<file path="src/rtl/read_busy_ctrl.sv">
// Round-robin read/busy sequencer for a shared read port: one grant at a time, bursts capped at MAX_BURST,
// busy held two cycles past read. Define READ_BUSY_CTRL_B2B_EN to allow back-to-back grants from TAIL2.
module read_busy_ctrl #(
    parameter int NREQ      = 4,
    parameter int MAX_BURST = 8
) (
    input  logic                    clk,
    input  logic                    rst_n,
    input  logic [NREQ-1:0]         req,
    output logic [NREQ-1:0]         gnt,
    output logic [$clog2(NREQ)-1:0] gnt_id,
    output logic                    read,
    output logic                    busy,
    output logic                    trunc
);

    localparam int IDW = $clog2(NREQ);
    localparam logic [7:0] MAXB = 8'(MAX_BURST);

    typedef enum logic [1:0] {
        IDLE  = 2'd0,
        READ  = 2'd1,
        TAIL1 = 2'd2,
        TAIL2 = 2'd3
    } state_t;

    state_t          r_state;
    logic [IDW-1:0]  r_ptr;
    logic [7:0]      r_cnt;
    logic [NREQ-1:0] r_gnt;
    logic [IDW-1:0]  r_gnt_id;
    logic            r_read;
    logic            r_busy;
    logic            r_trunc;

    logic            w_found;
    logic [IDW-1:0]  w_winner;
    logic [IDW-1:0]  w_idx;
    logic [IDW-1:0]  w_next_ptr;
    logic [NREQ-1:0] w_onehot;
    logic            w_hold;
    logic            w_arb;

`ifdef READ_BUSY_CTRL_B2B_EN
    assign w_arb = (r_state == IDLE) || (r_state == TAIL2);
`else
    assign w_arb = (r_state == IDLE);
`endif

    assign w_hold = req[r_gnt_id];

    // Round-robin search: first requester at or after r_ptr, wrapping modulo NREQ
    always_comb begin
        w_found  = 1'b0;
        w_winner = {IDW{1'b0}};
        w_idx    = {IDW{1'b0}};
        for (int k = 0; k < NREQ; k++) begin
            w_idx = IDW'((int'(r_ptr) + k) % NREQ);
            if (!w_found && req[w_idx]) begin
                w_found  = 1'b1;
                w_winner = w_idx;
            end else begin
                w_found  = w_found;
            end
        end
    end

    // Pointer advance and one-hot grant vector for the current winner
    always_comb begin
        w_onehot = {{(NREQ-1){1'b0}}, 1'b1} << w_winner;
        if (w_winner == IDW'(NREQ - 1)) begin
            w_next_ptr = {IDW{1'b0}};
        end else begin
            w_next_ptr = w_winner + IDW'(1);
        end
    end

    // Sequencer FSM with registered outputs
    always_ff @(posedge clk) begin
        if (!rst_n) begin
            r_state  <= IDLE;
            r_ptr    <= {IDW{1'b0}};
            r_cnt    <= 8'd0;
            r_gnt    <= {NREQ{1'b0}};
            r_gnt_id <= {IDW{1'b0}};
            r_read   <= 1'b0;
            r_busy   <= 1'b0;
            r_trunc  <= 1'b0;
        end else begin
            r_trunc <= 1'b0;
            case (r_state)
                READ: begin
                    if (w_hold && (r_cnt < MAXB)) begin
                        r_cnt <= r_cnt + 8'd1;
                    end else begin
                        // still requesting here means the burst hit the cap
                        r_state <= TAIL1;
                        r_read  <= 1'b0;
                        r_gnt   <= {NREQ{1'b0}};
                        r_trunc <= w_hold;
                    end
                end
                TAIL1: begin
                    r_state <= TAIL2;
                end
                IDLE, TAIL2: begin
                    if (w_arb && w_found) begin
                        r_state  <= READ;
                        r_read   <= 1'b1;
                        r_busy   <= 1'b1;
                        r_gnt    <= w_onehot;
                        r_gnt_id <= w_winner;
                        r_ptr    <= w_next_ptr;
                        r_cnt    <= 8'd1;
                    end else begin
                        r_state <= IDLE;
                        r_busy  <= 1'b0;
                    end
                end
                default: begin
                    r_state <= IDLE;
                    r_read  <= 1'b0;
                    r_busy  <= 1'b0;
                    r_gnt   <= {NREQ{1'b0}};
                end
            endcase
        end
    end

    assign gnt    = r_gnt;
    assign gnt_id = r_gnt_id;
    assign read   = r_read;
    assign busy   = r_busy;
    assign trunc  = r_trunc;

endmodule

</file>
<file path="config.mk">
export PLATFORM = sky130hd
export DESIGN_NAME = read_busy_ctrl
export DESIGN_NICKNAME = d
export VERILOG_FILES = /design/src/rtl/read_busy_ctrl.sv
export SDC_FILE = /design/constraint.sdc
export NUM_CORES = 1
export LEC_CHECK = 0
export ABC_AREA = 1
export CELL_PAD_IN_SITES_DETAIL_PLACEMENT = 0
export CELL_PAD_IN_SITES_GLOBAL_PLACEMENT = 2
export CORE_ASPECT_RATIO = 0.6
export CORE_MARGIN = 2
export CORE_UTILIZATION = 31
export CTS_CLUSTER_SIZE = 24
export DETAILED_ROUTE_END_ITERATION = 8
export GPL_TIMING_DRIVEN = 0
export PLACE_DENSITY = 0.76
export RECOVER_POWER = 50
export SETUP_SLACK_MARGIN = 0.5
export SLEW_MARGIN = 20
export SYNTH_ARGS = -nofsm -noshare
export SYNTH_HDL_FRONTEND = slang
export SYNTH_SLANG_ARGS = --single-unit
</file>
<file path="constraint.sdc">
create_clock -name clk -period 2.25 [get_ports clk]
set_clock_uncertainty 0.15 [all_clocks]
set_input_delay 0.3375 -clock clk [delete_from_list [all_inputs] [get_ports clk]]
set_output_delay 0.3375 -clock clk [all_outputs]
set_load 0.05 [all_outputs]
</file>
==> reports/qor.yml <==
timing:
  max_slew.worst_pin.slew_ns: 0.5652
  finalCritPeriodShare_pct: 89.34
  final_max_slew_viol_count: 0
  hold_violations: 0
  clock.fmax_mhz: 497.5
  rsz0062_at_grt: "yes"
  setup_violations: 0
  finalWorstSetupSlack_ns: 0.2399
  holdWs_ns: 0.2453
  maxSlewHeadroom_pct: 62.32
  finalCriticalPeriod_ns: 2.010
worst_setup_path:
  cp_num_buf_inv: 4
  crit_chain: "buf_8, clkinv_8, nand2_4, nand2_4, nand2_1, and2_4, buf_4, nand3_4, nand2_1, clkbuf_1, nand2_1, a21oi_2"
  cp.arrival_ns: 2.06
  cp_max_fo: 8
  slowest_delay_ns: 0.34
  cp_slowest_cell: "dfxtp_2"
  crit_path_end_kind: "flop"
  crit_required_ns: 2.30
  critical_path_class: "flop to flop"
  cp_top_family: "simple AND/OR/NAND/NOR gates"
  crit_path_frequent_cell: "nand2_1"
  cp-start-kind: "flop"
floorplanning:
  core_sq_mm: 0.003807
  chipWidth_um: 86.71
  num_io_pins: 15
  rows: 17
  die-height_um: 53.63
  die-area_sq_mm: 0.004650
  initial_core_util_pct: 33.42
min_path:
  worst_hold_path_type: "input port to flop"
yosys:
  syn_inst: 178
  ys_seq_elements: 21
  netlist_area_sq_mm: 0.001272
  yosysSeqAreaShare_pct: 33.04
  synth_area_per_cell_sq_um: 7.149
  synth_nets: 192
  ys_warn_count: 0
  ys_types: 26
clocking:
  clock_path_buffers: 2
  htreeDepth: 1
  clkSinkCount: 21
  clkTransAtPathRegs_ns: 0.08
  cts_made_buffers: 3
  root_buffer: "clkbuf_8"
  insertion_delay_ns: 0.27
  cts_tree: "yes"
  hold_buffers: 0
status:
  outcome: "finished, final reports clean"
layout:
  syn2layout_area_growth_pct: 42.87
  final_common_cell: "nand2_1"
  nets: 220
  fill_cells: 392
  antenna_cells: 0
  final_cell_mix: "nand2_1, nand2_4, dfxtp_1, nor2_1, dlygate4sd2_1"
  drive_gt1_share_pct: 37.07
detailed_routing:
  avgRoutedWirePerCell_um: 12.54
  ant_nets: 0
  drtPass1Iterations: 4
  vias: 1210
  wl_mm: 3.159
  vias_per_cell: 4.802
  drcViolationCount: 0
  first_iter_violations: 48
placement:
  hpwl_mm: 2.260
  place_ws_ns: -0.1544
  port_buffers: 13
  gp_congestion: 0.8796
global_route:
  grt_max_degree: 12
  grt.overflow.total: 0
  grt_pass1_wl_mm: 5.175
  antenna_found_initial: 0
  grtUsageTotal_pct: 14.79
  grt_pass1_vias: 1105
job:
  drv_cap: 0
==> routing by layer <==
metal	track usage [%]	vias up	wire (um)	share of wire [%]
li1	-	631	-	-
met1	22.32	551	1751	55
met2	20.38	28	1214	38
met3	3.988	0	193	6.1
met4	3.906	0	0	0
met5	0	-	0	0
==> through the flow <==
stage	std cells	cell area, sq um	util [%]	setup TNS, ns
after CTS	248	1723	45.25	0
after floorplan	178	1319	-	0
final	252	1818	47.75	0
after detailed placement	238	1508	39.60	-0.6897
after global placement	238	1508	39.60	-0.6355
after global routing	252	1818	47.75	0
==> kinds of logic after synthesis <==
kind of cell             Yosys count  synth area share [%]
AND/OR/NAND/NOR                  100                 38.94
buffers and inverters             24                 8.751
AO/OA/AOI/OAI                     23                 10.03
flip-flops                        21                 33.04
adder cells (fa/ha/maj)            8                 7.867
XOR/XNOR                           2                 1.377
==> Yosys cell counts, drive strengths merged <==
library cell  count  area [sq um]
nand2            59         269.0
dfxtp            21         420.4
inv              19         76.32
nand3            18         102.6
a21oi            17         92.59
nor2             16         76.32
ha                8         100.1
nand4             4         25.02
o21ai             4         20.02
buf               3         27.52
clkbuf            2         7.510
and2              1         8.760
nand3b            1         7.510
o211ai            1         7.510
o21bai            1         7.510
or2               1         6.260
xnor2             1         8.760
xor2              1         8.760
==> path summary, 6_finish.rpt <==
path,startpoint,endpoint,slack [ns],depth (start not counted)
worst max-delay path,r_ptr[0]$_SDFFE_PN0P_,gnt_id[0]$_SDFFE_PN0P_,0.24,12
worst min-delay path,rst_n,r_ptr[1]$_SDFFE_PN0P_,0.25,3
worst max register to register,r_ptr[0]$_SDFFE_PN0P_,gnt_id[0]$_SDFFE_PN0P_,0.24,12
worst min register to register,r_cnt[6]$_SDFFE_PN0P_,r_cnt[6]$_SDFFE_PN0P_,0.30,2
==> sequential cells by signal, summed over array words and instances (netlist names) <==
| name | count |
|---|---|
| trunc | 1 |
| gnt | 4 |
| r_cnt | 8 |
| r_ptr | 2 |
| read | 1 |
| busy | 1 |
| gnt_id | 2 |
| r_state | 2 |
==> worst min-delay path: cells and delay by family <==
family | cells | cell delay, ns
buffers and inverters | 1 | 0.17
AO/OA/AOI/OAI | 2 | 0.12
==> final cells by class <==
class | count | area (sq um) | share of cell area (%)
tap | 47 | 58.81 | 3.235
timing repair buffer | 23 | 186.4 | 10.25
inverter | 19 | 96.34 | 5.299
buffer | 5 | 38.79 | 2.134
multi-input combinational | 133 | 967.2 | 53.20
sequential | 21 | 425.4 | 23.40
clock buffer | 4 | 45.04 | 2.478
==> timing repair <==
action	CTS	global route
setup buffers	5	4
endpoints found under the setup margin	28	20
gates cloned	1	0
gates resized for setup	57	20
pin swaps	25	18
Power is left out: the tool's default activity adds up to more than one toggle a clock period on the data nets, which glitch-free logic cannot reach.
